**src/rtl/shm_dma_request_queue.sv**
```systemverilog
// rtl/shm_dma_request_queue.sv - per-processor 2-deep request queues feeding a single round-robin DMA issuer
module shm_dma_request_queue #(
    parameter int PROC_CNT       = 2,
    parameter int SIZE           = 4,
    parameter int PROCSIZE       = 4,
    parameter int TIMEOUT_CYCLES = 255
) (
    input  logic                clock,
    input  logic                reset_n,
    input  logic                req_valid   [0:PROC_CNT-1],
    output logic                req_ready   [0:PROC_CNT-1],
    input  logic                req_action  [0:PROC_CNT-1],
    input  logic [SIZE-1:0]     req_ptr     [0:PROC_CNT-1],
    input  logic [PROCSIZE-1:0] req_start   [0:PROC_CNT-1],
    input  logic [PROCSIZE-1:0] req_length  [0:PROC_CNT-1],
    output logic                done        [0:PROC_CNT-1],
    output logic                done_err    [0:PROC_CNT-1],
    output logic                trigger     [0:PROC_CNT-1],
    output logic                action      [0:PROC_CNT-1],
    output logic [SIZE-1:0]     ptr         [0:PROC_CNT-1],
    output logic [PROCSIZE-1:0] copy_start  [0:PROC_CNT-1],
    output logic [PROCSIZE-1:0] copy_length [0:PROC_CNT-1],
    input  logic                ack         [0:PROC_CNT-1],
    output logic                busy
);

    localparam int CW  = $clog2(PROC_CNT);
    localparam int CW1 = CW + 1;
    localparam int TW  = $clog2(TIMEOUT_CYCLES + 1);
    localparam int EW  = 1 + SIZE + 2 * PROCSIZE;

    localparam logic [1:0] S_IDLE     = 2'd0;
    localparam logic [1:0] S_ISSUE    = 2'd1;
    localparam logic [1:0] S_WAIT_ACK = 2'd2;
    localparam logic [1:0] S_COMPLETE = 2'd3;

    logic [EW-1:0]       fifo_q     [PROC_CNT][2];
    logic [EW-1:0]       fifo_d     [PROC_CNT][2];
    logic                wr_ptr_q   [PROC_CNT];
    logic                wr_ptr_d   [PROC_CNT];
    logic                rd_ptr_q   [PROC_CNT];
    logic                rd_ptr_d   [PROC_CNT];
    logic [1:0]          count_q    [PROC_CNT];
    logic [1:0]          count_d    [PROC_CNT];
    logic                trigger_q  [PROC_CNT];
    logic                trigger_d  [PROC_CNT];
    logic                last_ack_q [PROC_CNT];
    logic                last_ack_d [PROC_CNT];
    logic                done_q     [PROC_CNT];
    logic                done_d     [PROC_CNT];
    logic                done_err_q [PROC_CNT];
    logic                done_err_d [PROC_CNT];
    logic                action_q   [PROC_CNT];
    logic                action_d   [PROC_CNT];
    logic [SIZE-1:0]     ptr_q      [PROC_CNT];
    logic [SIZE-1:0]     ptr_d      [PROC_CNT];
    logic [PROCSIZE-1:0] start_q    [PROC_CNT];
    logic [PROCSIZE-1:0] start_d    [PROC_CNT];
    logic [PROCSIZE-1:0] length_q   [PROC_CNT];
    logic [PROCSIZE-1:0] length_d   [PROC_CNT];
    logic [1:0]          state_q, state_d;
    logic [CW-1:0]       cur_q, cur_d;
    logic [CW-1:0]       rr_q, rr_d;
    logic [TW-1:0]       timer_q, timer_d;

    logic [PROC_CNT-1:0] push_vec;
    logic [PROC_CNT-1:0] pop_vec;
    logic                found;
    logic [CW-1:0]       sel;
    logic [CW:0]         idx;
    logic                wait_exit;

    always_comb begin
        fifo_d     = fifo_q;
        wr_ptr_d   = wr_ptr_q;
        rd_ptr_d   = rd_ptr_q;
        count_d    = count_q;
        trigger_d  = trigger_q;
        last_ack_d = last_ack_q;
        action_d   = action_q;
        ptr_d      = ptr_q;
        start_d    = start_q;
        length_d   = length_q;
        state_d    = state_q;
        cur_d      = cur_q;
        rr_d       = rr_q;
        timer_d    = timer_q;
        push_vec   = '0;
        pop_vec    = '0;
        found      = 1'b0;
        sel        = '0;
        idx        = '0;
        wait_exit  = 1'b0;
        for (int i = 0; i < PROC_CNT; i++) begin
            done_d[i]     = 1'b0;
            done_err_d[i] = 1'b0;
        end

        // First non-empty queue at or after the round-robin pointer, wrapping.
        for (int off = 0; off < PROC_CNT; off++) begin
            idx = {1'b0, rr_q} + CW1'(off);
            if (idx >= CW1'(PROC_CNT)) begin
                idx = idx - CW1'(PROC_CNT);
            end
            if (!found && count_q[idx[CW-1:0]] != 2'd0) begin
                found = 1'b1;
                sel   = idx[CW-1:0];
            end
        end

        case (state_q)
            S_IDLE: begin
                if (found) begin
                    pop_vec[sel] = 1'b1;
                    {action_d[sel], ptr_d[sel], start_d[sel], length_d[sel]} = fifo_q[sel][rd_ptr_q[sel]];
                    cur_d   = sel;
                    state_d = S_ISSUE;
                end
            end
            S_ISSUE: begin
                trigger_d[cur_q] = ~trigger_q[cur_q];
                timer_d          = '0;
                state_d          = S_WAIT_ACK;
            end
            S_WAIT_ACK: begin
                if (ack[cur_q] != last_ack_q[cur_q]) begin
                    done_d[cur_q] = 1'b1;
                    wait_exit     = 1'b1;
                    state_d       = S_COMPLETE;
                end else if (timer_q == TW'(TIMEOUT_CYCLES)) begin
                    done_err_d[cur_q] = 1'b1;
                    wait_exit         = 1'b1;
                    state_d           = S_COMPLETE;
                end else begin
                    timer_d = timer_q + TW'(1);
                end
            end
            default: begin
                rr_d    = (cur_q == CW'(PROC_CNT - 1)) ? '0 : cur_q + CW'(1);
                state_d = S_IDLE;
            end
        endcase

        // Only the channel being waited on holds its ack reference; all others just track.
        for (int i = 0; i < PROC_CNT; i++) begin
            if (state_q != S_WAIT_ACK || CW'(i) != cur_q || wait_exit) begin
                last_ack_d[i] = ack[i];
            end
        end

        for (int i = 0; i < PROC_CNT; i++) begin
            push_vec[i] = req_valid[i] && (count_q[i] != 2'd2);
            if (push_vec[i]) begin
                fifo_d[i][wr_ptr_q[i]] = {req_action[i], req_ptr[i], req_start[i], req_length[i]};
                wr_ptr_d[i]            = ~wr_ptr_q[i];
            end
            if (pop_vec[i]) begin
                rd_ptr_d[i] = ~rd_ptr_q[i];
            end
            count_d[i] = count_q[i] + {1'b0, push_vec[i]} - {1'b0, pop_vec[i]};
        end
    end

    always_ff @(posedge clock or negedge reset_n) begin
        if (!reset_n) begin
            for (int i = 0; i < PROC_CNT; i++) begin
                fifo_q[i][0]  <= '0;
                fifo_q[i][1]  <= '0;
                wr_ptr_q[i]   <= 1'b0;
                rd_ptr_q[i]   <= 1'b0;
                count_q[i]    <= 2'd0;
                trigger_q[i]  <= 1'b0;
                last_ack_q[i] <= 1'b0;
                done_q[i]     <= 1'b0;
                done_err_q[i] <= 1'b0;
                action_q[i]   <= 1'b0;
                ptr_q[i]      <= '0;
                start_q[i]    <= '0;
                length_q[i]   <= '0;
            end
            state_q <= S_IDLE;
            cur_q   <= '0;
            rr_q    <= '0;
            timer_q <= '0;
        end else begin
            fifo_q     <= fifo_d;
            wr_ptr_q   <= wr_ptr_d;
            rd_ptr_q   <= rd_ptr_d;
            count_q    <= count_d;
            trigger_q  <= trigger_d;
            last_ack_q <= last_ack_d;
            done_q     <= done_d;
            done_err_q <= done_err_d;
            action_q   <= action_d;
            ptr_q      <= ptr_d;
            start_q    <= start_d;
            length_q   <= length_d;
            state_q    <= state_d;
            cur_q      <= cur_d;
            rr_q       <= rr_d;
            timer_q    <= timer_d;
        end
    end

    always_comb begin
        for (int i = 0; i < PROC_CNT; i++) begin
            req_ready[i]   = (count_q[i] != 2'd2);
            done[i]        = done_q[i];
            done_err[i]    = done_err_q[i];
            trigger[i]     = trigger_q[i];
            action[i]      = action_q[i];
            ptr[i]         = ptr_q[i];
            copy_start[i]  = start_q[i];
            copy_length[i] = length_q[i];
        end
        busy = (state_q != S_IDLE);
    end

endmodule

```
**config.mk**
```make
export PLATFORM = sky130hd
export DESIGN_NAME = shm_dma_request_queue
export DESIGN_NICKNAME = d
export VERILOG_FILES = /design/src/rtl/shm_dma_request_queue.sv
export SDC_FILE = /design/constraint.sdc
export NUM_CORES = 1
export LEC_CHECK = 0
export ABC_AREA = 1
export BUFFER_PORTS_ARGS = -buffer_cell sky130_fd_sc_hd__buf_2
export CAP_MARGIN = 20
export CORE_MARGIN = 1
export CORE_UTILIZATION = 52
export DETAILED_ROUTE_END_ITERATION = 6
export HOLD_SLACK_MARGIN = 0.12
export PLACE_DENSITY = 0.76
export SYNTH_ARGS = -nofsm -noshare
export SYNTH_HDL_FRONTEND = slang
export SYNTH_SLANG_ARGS = --single-unit
export TNS_END_PERCENT = 30
```
**constraint.sdc**
```tcl
create_clock -name clock -period 2 [get_ports clock]
set_input_delay 0.3 -clock clock [delete_from_list [all_inputs] [get_ports clock]]
set_output_delay 0.3 -clock clock [all_outputs]
set_load 0.005 [all_outputs]
```
==> impl_metrics.ini, run 1 <==
[yosys]
yosys_warnings = 0
synth-seq-area-share_pct = 52.4
synth_area_per_cell_sq_um = 7.84
syn_area_sq_um = 5060
syn_nets = 686
synth_cells = 645
ys_types = 27
ys_ff_latch = 106

[route]
ant_nets = 0
drt-initial-drc-count = 277
drt_wl_total_mm = 11.3
via_per_inst = 5.13
drc = 0
vias = 4328
wire_per_inst_um = 13.5
dr.pass1.iters = 5

[placed_design]
gp_congestion = 0.903
buffer_ports.inserted = 66
dp_hpwl_mm = 8.23
dpl-instance-area_sq_um = 5510
placedCellCount = 824
pre_cts_ws_ns = 0.238

[clock_network]
clk_latency_ns = 0.37
clk_pin_slew_ns = 0.11
cts_sinks = 106
h-tree-depth = 3
cts_tree = done
clock_tree.buffer_depth = 2
clockRootBuffer = clkbuf_8
numCtsBuffers = 9

[sta]
finalWorstSetupSlack_ns = 0.213
slew_headroom_pct = 65.3
rsz0062_at_grt = no
skew_ns = 0.0136
setup_violations = 0
tightest_slew_ns = 0.519
report.final.slew_viol_count = 0
fmax_ghz = 0.560
hold_slack_ns = 0.142
fin_crit_sh_pct = 89.3
finalSetupTns_ns = 0
finalCriticalPeriod_ns = 1.79
hold_viol = 0

[grt]
antenna_found_initial = 0
grt_use_met1_pct = 31.6
grtUsageMet3_pct = 5.48
grt_pass1_wl_mm = 19.6
gr-usage-all-layers_pct = 24.9
grt_max_degree = 49
grt_pass1_vias = 4383
met2_usage_pct = 42.0
grt-busiest-layer = met2
grt_overflow = 0

[pwr]
p_total_mw = 9.65
p_leak_nw = 3.09
power.density_nw_per_um2 = 1680
ir_worst_vdd_uv = 852

[setup_path]
crit_type = flop to flop
critical_path.endpoint = ptr[7]
end_kind = flop
cp.required_ns = 2.26
startpoint = count_q[0]
reg2reg_from = count_q[0]
critical_path_arrival_ns = 2.04
r2r-end = ptr[7]
worstRegToRegCells = 9
r2r_setup_slack_ns = 0.21
startpoint_type = flop
cp_max_fo = 28

[final_layout]
layout.nets = 750
area_growth_pct = 13.4
final_util_pct = 61.5
drive_gt1_share_pct = 15.3
seqCellArea_sq_um = 2650
num-fill-cells = 839
multi_input_area_sq_um = 1970
stdcell_area_sq_um = 5740
insertedDiodeCount = 0
final_cells = 843

[die]
core.rowCount = 35
dieArea_sq_um = 10100
io_pins = 67
initial_utilization_pct = 54.2
fp.dieH_um = 101
coreArea_sq_um = 9330
die_width_um = 101

[run_status]
status = completed

[job]
maxCapViolCount = 0

[worst_hold_path]
hold_path_depth = 3
min_path_type = input pin to flop
## what timing repair did
action | 4_1_cts | 5_1_grt
resized for setup | 0 | 0
endpoints found under the hold margin | 108 | 0
hold buffers | 3 | 0
setup buffers | 0 | 0
## worst max-delay path, cell delays in order, from the launching register on
cell	delay, ns
dfrtp_1	0.40
inv_1	0.13
nand2_1	0.10
nand2_2	0.11
buf_4	0.30
nand2_1	0.11
nand2_2	0.24
nand2_1	0.15
nand3_1	0.10
nand2_1	0.05
## layout make-up
cell class	instances	area share [%]
Sequential cell	106	46.2
Multi-Input combinational cell	433	34.3
Timing Repair Buffer	80	7.98
Inverter	79	5.17
Tap cell	129	2.81
Clock buffer	9	2.16
Clock inverter	7	1.33
## sequential cells by signal, indices dropped and copies added (netlist names), 4 cells and up
register and count:
copy_length 8, copy_start 8, count_q 4, fifo_q 52, ptr 8, timer_q 8
## cell families (layout without fill, tap and decap cells)
family / Yosys count / count (layout) / synth area share, %
buf+inv: 106 / 175 / 8.70
xor+xnor: 9 / 9 / 1.56
compound gates: 59 / 59 / 5.91
flops: 106 / 106 / 52.4
simple gates: 356 / 356 / 29.2
fa+ha+maj: 9 / 9 / 2.23
## report_power, final
group	internal, mW	leakage (nW)	switching, mW
clock	0.593	0.102	0.752
combinational	1.60	1.68	3.15
sequential	3.11	1.31	0.444
## worst min-delay path by stage
stage                     slack [ns]           to         start
after detailed placement        0.15  wr_ptr_q[1]       reset_n
after global placement          0.15  wr_ptr_q[1]       reset_n
after floorplan                0.004    action[0]       reset_n
after global routing            0.14   fifo_q[45]  req_start[6]
after CTS                       0.14   fifo_q[43]  req_start[4]
final                           0.14   fifo_q[43]  req_start[4]
## synth_stat cells (all sizes together)
cell type / count / share of area, %
nand2: 257 / 19
dfrtp: 106 / 52
inv: 78 / 5.8
nand3: 72 / 7.2
o21ai: 57 / 5.7
nor2: 21 / 1.9
buf: 20 / 2.3
ha: 9 / 2.2
clkbuf: 7 / 0.57
xnor2: 5 / 0.87
xor2: 4 / 0.69
a21oi: 2 / 0.20
nor3: 2 / 0.20
clkinv: 1 / 0.074
nand3b: 1 / 0.15
nand4: 1 / 0.12
nor3b: 1 / 0.15
nor4: 1 / 0.12
## routing by layer
metal  routed length, um  vias up
li1                    -     2118
met1                4870     2045
met2                5520      138
met3                 638       27
met4                 309        0
met5                   0        -
## cells in the final DEF (no fill, tap or decap)
cell type	instances
nor2_2	4
o21ai_0	56
nor2_4	1
nand3_1	71
xnor2_1	5
clkinv_2	2
clkinv_1	1
nor4_1	1
ha_1	9
buf_12	1
inv_2	4
nand3b_1	1
bufinv_16	1
inv_8	1
a21oi_1	2
clkinvlp_4	1
clkbuf_8	9
nand2_1	252
nor3_1	2
dlygate4sd3_1	3
o21ai_2	1
nor2_1	16
nor3b_1	1
dfrtp_1	106
buf_2	65
nand4_1	1
buf_4	11
nand2_2	5
inv_6	2
nand3_2	1
inv_1	74
xor2_1	4
Note: power is estimated with default switching activity, not from simulation.
==> inputs of run 2 (changes only) <==
--- a/config.mk
+++ b/config.mk
@@ -6,7 +6,7 @@
 export NUM_CORES = 1
 export LEC_CHECK = 0
 export ABC_AREA = 1
-export BUFFER_PORTS_ARGS = -buffer_cell sky130_fd_sc_hd__buf_2
+export BUFFER_PORTS_ARGS = -buffer_cell sky130_fd_sc_hd__buf_4
 export CAP_MARGIN = 20
 export CORE_MARGIN = 1
 export CORE_UTILIZATION = 52
==> run 2 against run 1 <==
  * Clock power grew 8%
  * Largest power group unchanged
  * Non-clock buffer count is the same
  * Total power grew 3.7%
  * Flip-flop and latch count is the same
  * Cell area grew 3.1%
  * Utilization grew 1.9 points
  * First-iteration DRC count shrank 6.9%
  * Critical path depth is the same
  * Global-route usage grew 0.90 points
  * Wire length grew 4.6%
  * Clock skew grew 0.0022 ns
  * Combinational power grew 4.4%
==> impl_metrics.ini, run 2 (synthesis gave the netlist of run 1 again) <==
[sta]
finalSetupTns_ns = 0
fin_crit_sh_pct = 91.7
finalCriticalPeriod_ns = 1.83
slew_headroom_pct = 65.0
finalWorstSetupSlack_ns = 0.166
tightest_slew_ns = 0.524
fmax_ghz = 0.545
skew_ns = 0.0158
hold_viol = 0
report.final.slew_viol_count = 0
rsz0062_at_grt = no
setup_violations = 0
hold_slack_ns = 0.150

[route]
drt_wl_total_mm = 11.9
via_per_inst = 5.20
drc = 0
drt-initial-drc-count = 258
wire_per_inst_um = 14.1
dr.pass1.iters = 6
vias = 4387
ant_nets = 0

[die]
die_width_um = 101
initial_utilization_pct = 54.2
core.rowCount = 35
coreArea_sq_um = 9330
dieArea_sq_um = 10100
fp.dieH_um = 101
io_pins = 67

[final_layout]
largest_reg_flops = 52
final_cell_mix = nand2_1 (252), dfrtp_1 (106), buf_4 (76)
final_util_pct = 63.4
area_growth_pct = 16.9
largest_register = fifo_q
final_common_cell = nand2_1
drive_gt1_share_pct = 15.1
layout.nets = 750
insertedDiodeCount = 0

[pwr]
p_leak_nw = 3.14
ir_worst_vdd_uv = 934
power.density_nw_per_um2 = 1690
p_total_mw = 10.0

[clock_network]
clockRootBuffer = clkbuf_8
cts_sinks = 106
clk_latency_ns = 0.37
post_cts_buffers = 0
cts_tree = done
numCtsBuffers = 9
clock_tree.buffer_depth = 2
h-tree-depth = 3
clk_pin_slew_ns = 0.11

[worst_hold_path]
min_path_type = input pin to flop

[run_status]
status = completed

[setup_path]
critPathTopFamily = adder cells
cp_cell_sequence = inv_1 -> ha_1 -> inv_1 -> nor2_2 -> ha_1 -> inv_1 -> ha_1 -> xnor2_1 -> xor2_1
critical_path_arrival_ns = 2.12
path_buf_inv = 3
cp.required_ns = 2.29
max_stage_delay_ns = 0.42
crit_type = flop to flop
cp_max_fo = 4
slowest_stage = dfrtp_1
startpoint_type = flop
end_kind = flop

[grt]
grt_pass1_wl_mm = 20.3
grt_max_degree = 39
grt_pass1_vias = 4399
antenna_found_initial = 0
gr-usage-all-layers_pct = 25.8
grt_overflow = 0

[placed_design]
dp_hpwl_mm = 8.55
gp_congestion = 0.884
pre_cts_ws_ns = 0.207
buffer_ports.inserted = 66

[job]
maxCapViolCount = 0
run 2: repair_timing:
action                                  CTS  global route
hold buffers                              3             0
hold endpoints to repair                 37             0
endpoints found under the setup margin    0             0
gates resized for setup                   0             0
run 2: worst paths after layout:
check | start | endpoint | slack, ns | cells past startpoint
worst max-delay path | state_q[0] | count_q[1] | 0.17 | 9
worst min-delay path | req_ptr[6] | fifo_q[49] | 0.15 | 3
worst max register to register | state_q[0] | count_q[1] | 0.17 | 9
worst min register to register | trigger[1] | trigger[1] | 0.48 | 1
max in group asynchronous | reset_n | ptr[4] | 0.90 | 3
min in group asynchronous | reset_n | fifo_q[37] | 0.44 | 2
run 2: report_power, final:
group          internal [mW]  switching (mW)
clock network          0.709           0.736
registers               3.12           0.489
logic                   1.78            3.18
total                   5.61            4.41
run 2: final cells by class:
class / instances / area (sq um)
Clock buffer: 10 / 128
Timing Repair Buffer: 80 / 621
Inverter: 79 / 297
Tap cell: 129 / 161
Multi-Input combinational cell: 433 / 1970
Sequential cell: 106 / 2650
Clock inverter: 6 / 88.8
Fill cell: 828 / 3410
run 2: metal layers:
layer,vias to the layer above,global-route usage (%),wire length (um)
li1,2120,-,-
met1,2080,33.9,5160
met2,153,44.0,5800
met3,34,4.02,611
met4,0,8.36,286
met5,-,0,0
run 2: through the flow:
stage / cell area [sq um] / instances
3_3_place_gp: 5670 / 824
2_1_floorplan: 5060 / 645
3_5_place_dp: 5670 / 824
6_report: 5910 / 843
4_1_cts: 5910 / 843
5_1_grt: 5910 / 843
run 2: tightest hold or removal path, delay by kind of cell:
family / cells / cell delay, ns
buf+inv: 1 / 0.08
simple gates: 1 / 0.04
compound gates: 1 / 0.06
